File: config.mk
export PLATFORM = sky130hd
export DESIGN_NAME = rom_sdram_loader_flat
export DESIGN_NICKNAME = d
export VERILOG_FILES = /design/src/rtl/rom_sdram_loader_if.sv /design/src/rtl/rom_sdram_loader.sv /design/src/flat_wrapper.sv
export SDC_FILE = /design/constraint.sdc
export NUM_CORES = 1
export LEC_CHECK = 0
export BUFFER_PORTS_ARGS = -buffer_cell sky130_fd_sc_hd__buf_2
export CAP_MARGIN = 10
export CELL_PAD_IN_SITES_DETAIL_PLACEMENT = 0
export CELL_PAD_IN_SITES_GLOBAL_PLACEMENT = 1
export CORE_MARGIN = 2
export CORE_UTILIZATION = 42
export CTS_CLUSTER_DIAMETER = 40
export CTS_CLUSTER_SIZE = 14
export DETAILED_ROUTE_END_ITERATION = 10
export GPL_TIMING_DRIVEN = 1
export PLACE_DENSITY_LB_ADDON = 0.25
export SYNTH_ARGS = -nofsm -noshare
export SYNTH_HDL_FRONTEND = slang
export SYNTH_SLANG_ARGS = --single-unit
File: constraint.sdc
create_clock -name clk -period 5.6 [get_ports clk]
set_input_delay 0.28 -clock clk [delete_from_list [all_inputs] [get_ports clk]]
set_output_delay 0.28 -clock clk [all_outputs]
set_load 0.05 [all_outputs]
File: src/rtl/rom_sdram_loader_if.sv
// rom_sdram_loader_if
//
// Purpose: byte-write channel between the ROM loader and one SDRAM
// controller port.
//
// Handshake: the master raises sd_wr with sd_addr/sd_din already valid and
// holds all three steady. The controller raises sd_busy while it services the
// write and drops it when the byte has been stored. The master then drops
// sd_wr and keeps it low for at least one cycle, so every request is a fresh
// rising edge.
//
// Signals:
//   sd_addr  master->slave  25  byte address
//   sd_din   master->slave   8  write byte
//   sd_wr    master->slave   1  level write request (rising edge = new write)
//   sd_busy  slave->master   1  controller is servicing the request
interface rom_sdram_loader_if;
    logic [24:0] sd_addr;
    logic [7:0]  sd_din;
    logic        sd_wr;
    logic        sd_busy;

    modport master (output sd_addr, output sd_din, output sd_wr, input sd_busy);
    modport slave  (input sd_addr, input sd_din, input sd_wr, output sd_busy);
endinterface

File: src/rtl/rom_sdram_loader.sv
// rom_sdram_loader
//
// Purpose: takes the byte stream of a ROM download (ioctl_*), buffers it in a
// small FIFO and writes each byte to SDRAM through one controller channel,
// one request/acknowledge handshake per byte.
//
// Ports:
//   clk, reset       system clock, synchronous active-high reset
//   ioctl_download   high while a download is in progress
//   ioctl_wr         one-cycle strobe: ioctl_addr/ioctl_dout hold a byte
//   ioctl_addr       byte address of the download byte (25 bits)
//   ioctl_dout       download byte
//   ioctl_wait       registered backpressure (occupancy >= WAIT_LEVEL)
//   sd               controller channel (rom_sdram_loader_if.master)
//   done             download finished and every byte written
//   overflow         sticky: a byte was dropped on a full FIFO
//   checksum         16-bit wrapping sum of accepted bytes
//
// Configuration: define LOADER_CHECKSUM_EN to build the checksum adder;
// otherwise checksum is tied to zero.
module rom_sdram_loader #(
    parameter logic [24:0] BASE_ADDR  = 25'h0000000,
    parameter int          FIFO_DEPTH = 8,
    parameter int          WAIT_LEVEL = FIFO_DEPTH - 2
) (
    input  logic                      clk,
    input  logic                      reset,
    input  logic                      ioctl_download,
    input  logic                      ioctl_wr,
    input  logic [24:0]               ioctl_addr,
    input  logic [7:0]                ioctl_dout,
    output logic                      ioctl_wait,
    rom_sdram_loader_if.master        sd,
    output logic                      done,
    output logic                      overflow,
    output logic [15:0]               checksum
);
    localparam int AW = $clog2(FIFO_DEPTH);
    localparam logic [AW:0] DEPTH_C = (AW + 1)'(FIFO_DEPTH);
    localparam logic [AW:0] WAIT_C  = (AW + 1)'(WAIT_LEVEL);

    typedef enum logic [2:0] {ST_IDLE, ST_REQ, ST_ACK, ST_DONE, ST_GAP} state_t;

    state_t          state_q, state_d;
    logic [32:0]     mem [FIFO_DEPTH];
    logic [AW-1:0]   rd_ptr, wr_ptr;
    logic [AW:0]     count, count_next;
    logic            full, empty, accept, drop, pop;
    logic            dl_q, dl_rise;

    assign full       = (count == DEPTH_C);
    assign empty      = (count == '0);
    assign accept     = ioctl_wr & ioctl_download & ~full;
    assign drop       = ioctl_wr & ioctl_download & full;
    assign pop        = (state_q == ST_IDLE) & ~empty;
    assign dl_rise    = ioctl_download & ~dl_q;
    assign count_next = count + {{AW{1'b0}}, accept} - {{AW{1'b0}}, pop};

    // Storage carries no reset: clearing the pointers discards its contents.
    always_ff @(posedge clk) begin
        if (accept) mem[wr_ptr] <= {ioctl_addr + BASE_ADDR, ioctl_dout};
    end

    always_comb begin
        state_d = state_q;
        case (state_q)
            ST_IDLE: if (!empty)      state_d = ST_REQ;
            ST_REQ:  if (sd.sd_busy)  state_d = ST_ACK;
            ST_ACK:  if (!sd.sd_busy) state_d = ST_DONE;
            ST_DONE:                  state_d = ST_GAP;
            ST_GAP:                   state_d = ST_IDLE;
            default:                  state_d = ST_IDLE;
        endcase
    end

    always_ff @(posedge clk) begin
        if (reset) begin
            state_q    <= ST_IDLE;
            sd.sd_wr   <= 1'b0;
            sd.sd_addr <= '0;
            sd.sd_din  <= '0;
            rd_ptr     <= '0;
            wr_ptr     <= '0;
            count      <= '0;
            ioctl_wait <= 1'b0;
            done       <= 1'b0;
            overflow   <= 1'b0;
            dl_q       <= 1'b0;
        end else begin
            state_q  <= state_d;
            // sd_wr follows the next state so it rises on the same edge that
            // loads the address/data and falls on entry to DONE.
            sd.sd_wr <= (state_d == ST_REQ) || (state_d == ST_ACK);
            if (pop) begin
                {sd.sd_addr, sd.sd_din} <= mem[rd_ptr];
                rd_ptr <= rd_ptr + AW'(1);
            end
            if (accept) wr_ptr <= wr_ptr + AW'(1);
            count      <= count_next;
            ioctl_wait <= (count_next >= WAIT_C);
            dl_q       <= ioctl_download;
            // A drop on the very cycle a new download starts is still reported.
            if (drop)         overflow <= 1'b1;
            else if (dl_rise) overflow <= 1'b0;
            if (dl_rise)
                done <= 1'b0;
            else if (!ioctl_download && empty && state_q == ST_IDLE)
                done <= 1'b1;
        end
    end

`ifdef LOADER_CHECKSUM_EN
    logic [15:0] sum_q;
    always_ff @(posedge clk) begin
        if (reset)
            sum_q <= '0;
        else if (dl_rise)
            sum_q <= accept ? {8'h00, ioctl_dout} : 16'h0000;
        else if (accept)
            sum_q <= sum_q + {8'h00, ioctl_dout};
    end
    assign checksum = sum_q;
`else
    assign checksum = 16'h0000;
`endif

endmodule

File: src/flat_wrapper.sv
// flat-port wrapper written by rule: the top's interface ports become plain ports
module rom_sdram_loader_flat 
#(
    parameter logic [24:0] BASE_ADDR  = 25'h0000000,
    parameter int          FIFO_DEPTH = 8,
    parameter int          WAIT_LEVEL = FIFO_DEPTH - 2
)
  (clk, reset, ioctl_download, ioctl_wr, ioctl_addr, ioctl_dout, ioctl_wait, done, overflow, checksum, sd_sd_addr, sd_sd_din, sd_sd_wr, sd_sd_busy);
  rom_sdram_loader_if sd_i ();
  input  logic clk;
  input  logic reset;
  input  logic ioctl_download;
  input  logic ioctl_wr;
  input  logic [24:0] ioctl_addr;
  input  logic [7:0] ioctl_dout;
  output logic ioctl_wait;
  output logic done;
  output logic overflow;
  output logic [15:0] checksum;
  output wire logic [$bits(sd_i.sd_addr)-1:0] sd_sd_addr;
  output wire logic [$bits(sd_i.sd_din)-1:0] sd_sd_din;
  output wire logic [$bits(sd_i.sd_wr)-1:0] sd_sd_wr;
  input wire logic [$bits(sd_i.sd_busy)-1:0] sd_sd_busy;
  assign sd_sd_addr = sd_i.sd_addr;
  assign sd_sd_din = sd_i.sd_din;
  assign sd_sd_wr = sd_i.sd_wr;
  assign sd_i.sd_busy = sd_sd_busy;
  rom_sdram_loader #(.BASE_ADDR(BASE_ADDR), .FIFO_DEPTH(FIFO_DEPTH), .WAIT_LEVEL(WAIT_LEVEL)) u_core (.clk(clk), .reset(reset), .ioctl_download(ioctl_download), .ioctl_wr(ioctl_wr), .ioctl_addr(ioctl_addr), .ioctl_dout(ioctl_dout), .ioctl_wait(ioctl_wait), .sd(sd_i), .done(done), .overflow(overflow), .checksum(checksum));
endmodule
==> results.md <==
- Routed vias: 5,998
- Synth Area per Inst: 19.3 um2
- Clock Sinks: 315
- Post-place setup slack: 2720 ps
- Final hold violation count: 0
- Peak Freq: 349 MHz
- Crit path max fanout: 5
- Post-cts gate resize count: 0
- Antenna viol nets, final: 0
- Core area: 28,500 um2
- Leakage: 0.00484 uW
- Top cells by area, synth: edfxtp_1, mux4_2, dfxtp_1, mux2i_1, a211oi_1
- Slowest CP cell: nor3b_1
- Arr. time, crit path: 3270 ps
- Hold Buf Count CTS: 0
- Gr usage total: 16.9%
- Count of final max-slew check failures: 0
- Die Wd: 174 um
- Layout cells sized above 1: 31.5%
- # DRC: 0
- Max stage delay on crit path: 550 ps
- Final worst path period need: 2870 ps
- RSZ-0062 raised after global routing: no
- First-pass GRT wire length: 38,000 um
- Hold/Removal Path Class: input port to flip-flop
- Largest net degree at the start of global routing: 52
- Final Wtd Congestion: 0.724
- Initial antenna violation count: 4
- Worst skew pair latency: 520 ps
- Crit. End Element: flip-flop
- Most frequent CP cell: ha_1
- Setup_tns: 0 ps
- Ys Warns: 0
- Chip height: 174 um
- Reg clk slew, reported paths: 60 ps
- TritonRoute pass-1 iters: 5
- Async S/R FF share, synth: 0%
- DPL Wire Length: 12,600 um
- Run status: finished, final reports clean
- Ratio of final minimum period to clock period: 51.2%
- Post-synth EDFFs: 264
- Final Worst Setup Slack: 2730 ps
- Tightest Pin Transition: 1190 ps
- Grt ovf: 0
- Power Density: 497 nW/um2
- #FFs+latches synth: 315
- H-tree levels: 2
- Number of port buffers: 74
- Setup CP Type: flip-flop to flip-flop
- Initial Utilization: 42.4%
- # setup viols final: 0
- Max-Cap Viols: 0
- Top-area cell type share of the netlist area: 65.5%
- Post-synth top area cell: edfxtp_1
- Post-layout nets: 763
- Postcts setup bufs: 0
- Die area: 30,200 um2
- Final wirelength: 25,000 um
- Startpoint type of the worst setup path: flip-flop
- Top FF cell, synth: edfxtp_1
- Worst path cell trace: inv_1 > ha_1 > nor3b_1 > nor2_4 > ha_1 > inv_1 > ha_1 > fa_1 > xnor2_1 > nor2_1 > a221o_1
- Slew margin rel.: 20.4%
- Row count: 62
- Placed cells: 1,059
- TritonCTS clock tree: yes
- Layout area overhead: 17.1%
- # IOs: 91
- Mapped Cells: 626
- CTS Buf Count: 39
- Number of DRC markers in iteration 0: 368
- Number of global-route vias before repair: 6,263
- Max VDD drop: 0.200 mV
- Cell Area, Synth: 12,100 um2
- Total power: 7040 uW
- DR vias/cell: 5.30
- CTS root buf: clkbuf_16
- Seq/Total Area, Yosys: 74.0%
- Synth cell types: 41
- DR WL/cell: 22.1 um
- Data required, critical path: 6000 ps
- Hold WS: 18.7 ps
- Clock buffer depth: 3
- Finished Layout Cells: 1,132
- Final Skew: 18.7 ps
==> cell type report <==
class	count	area (um2)
Antenna cell	1	2.50
Tap cell	384	480
Clock inverter	26	302
Fill cell	2351	14400
Sequential cell	315	8950
Clock buffer	46	1020
Multi-Input combinational cell	260	2890
Timing Repair Buffer	88	475
Inverter	12	45.0
==> logic make-up (layout without fill, tap and decap cells) <==
kind of cell    count (synthesis)  after routing  share of synthesized area [%]
flops                         315            315                           74.0
mux                           100            100                           15.1
compound gates                 90             90                           4.65
buf+inv                        66            172                           3.11
simple gates                   44             44                           2.04
fa+ha+maj                       9              9                          0.993
other cells                     1             17                         0.0310
xor+xnor                        1              1                         0.0724
==> worst paths after layout <==
| check | slack [ps] | cells past startpoint | to | startpoint |
|---|---|---|---|---|
| max | 2730 | 11 | u_core.ioctl_wait | u_core.count[2] |
| min | 20 | 1 | u_core.mem[0][32] | ioctl_addr[24] |
| max reg2reg | 2730 | 11 | u_core.ioctl_wait | u_core.count[2] |
| min reg2reg | 450 | 2 | u_core.done | u_core.done |
==> registers in the layout, summed over array words and instances (netlist names) <==
| name | count |
|---|---|
| u_core.rd_ptr | 3 |
| u_core.overflow | 1 |
| u_core.done | 1 |
| u_core.state_q | 3 |
| u_core.dl_q | 1 |
| u_core.mem | 264 |
| u_core.count | 4 |
| u_core.wr_ptr | 3 |
| u_core.sd.sd_wr | 1 |
| u_core.sd.sd_addr | 25 |
| u_core.sd.sd_din | 8 |
| u_core.ioctl_wait | 1 |
==> Yosys cell counts (2+ instances only) <==
library cell / instances
edfxtp_1: 264
mux4_2: 66
dfxtp_1: 51
a21oi_1: 42
a211oi_1: 35
mux2i_1: 33
buf_4: 18
clkbuf_1: 14
buf_2: 12
inv_1: 12
ha_1: 8
nor2_1: 7
nand2_1: 6
nor3_1: 6
o21ai_0: 6
buf_6: 5
nor2b_1: 4
nand2b_1: 3
nand3_1: 3
or3_1: 3
buf_1: 2
clkbuf_4: 2
nand4_1: 2
nor3b_1: 2
o31ai_1: 2
or3b_2: 2
or4_1: 2
==> per-layer routing <==
| layer | part of all wire [%] | track usage [%] | wire [um] |
|---|---|---|---|
| met1 | 42 | 21.9 | 10600 |
| met2 | 51 | 28.9 | 12800 |
| met3 | 4.5 | 3.66 | 1140 |
| met4 | 2.0 | 4.69 | 498 |
| met5 | 0.16 | 0 | 40 |
==> where the power goes <==
group / switching, uW / internal, uW / total (uW) / leakage, uW
Clock: 1010 / 1500 / 2510 / 0.000641
Sequential: 168 / 2700 / 2870 / 0.00281
Combinational: 1040 / 613 / 1650 / 0.00139
==> through the flow <==
stage	area (um2)	util (%)
floorplan	12200	-
global placement	12800	45.0
detailed placement	12800	45.0
CTS	14200	49.6
global route	14200	49.6
finish	14200	49.6
==> placed cells by master, fill, tap and decap left out, types with 2 or more instances in the layout <==
cell and n:
a211oi_1 35, a21oi_1 42, buf_2 74, buf_4 14
bufinv_16 3, clkbuf_1 6, clkbuf_16 40, clkinv_2 3
clkinv_4 3, clkinv_8 2, clkinvlp_4 3, conb_1 16
dfxtp_1 49, edfxtp_1 264, ha_1 8, inv_1 11
inv_6 5, inv_8 6, mux2i_1 33, mux4_2 66
nand2_1 6, nand2b_1 3, nand3_1 3, nand4_1 2
nor2_1 4, nor2_4 4, nor2b_1 4, nor3_1 2
nor3_2 4, nor3b_1 2, o21ai_0 6, o31ai_1 2
or3_1 3, or3b_2 2, or4_1 2
==> critical path: cells and delay by family (launching register included) <==
kind	cells	cell delay [ps]
flip-flops	1	290
XOR/XNOR	1	140
AND/OR/NAND/NOR	3	710
buffers and inverters	2	140
adder cells (fa/ha/maj)	4	1090
AO/OA/AOI/OAI	1	380
Power figures use the tool's default switching activity.
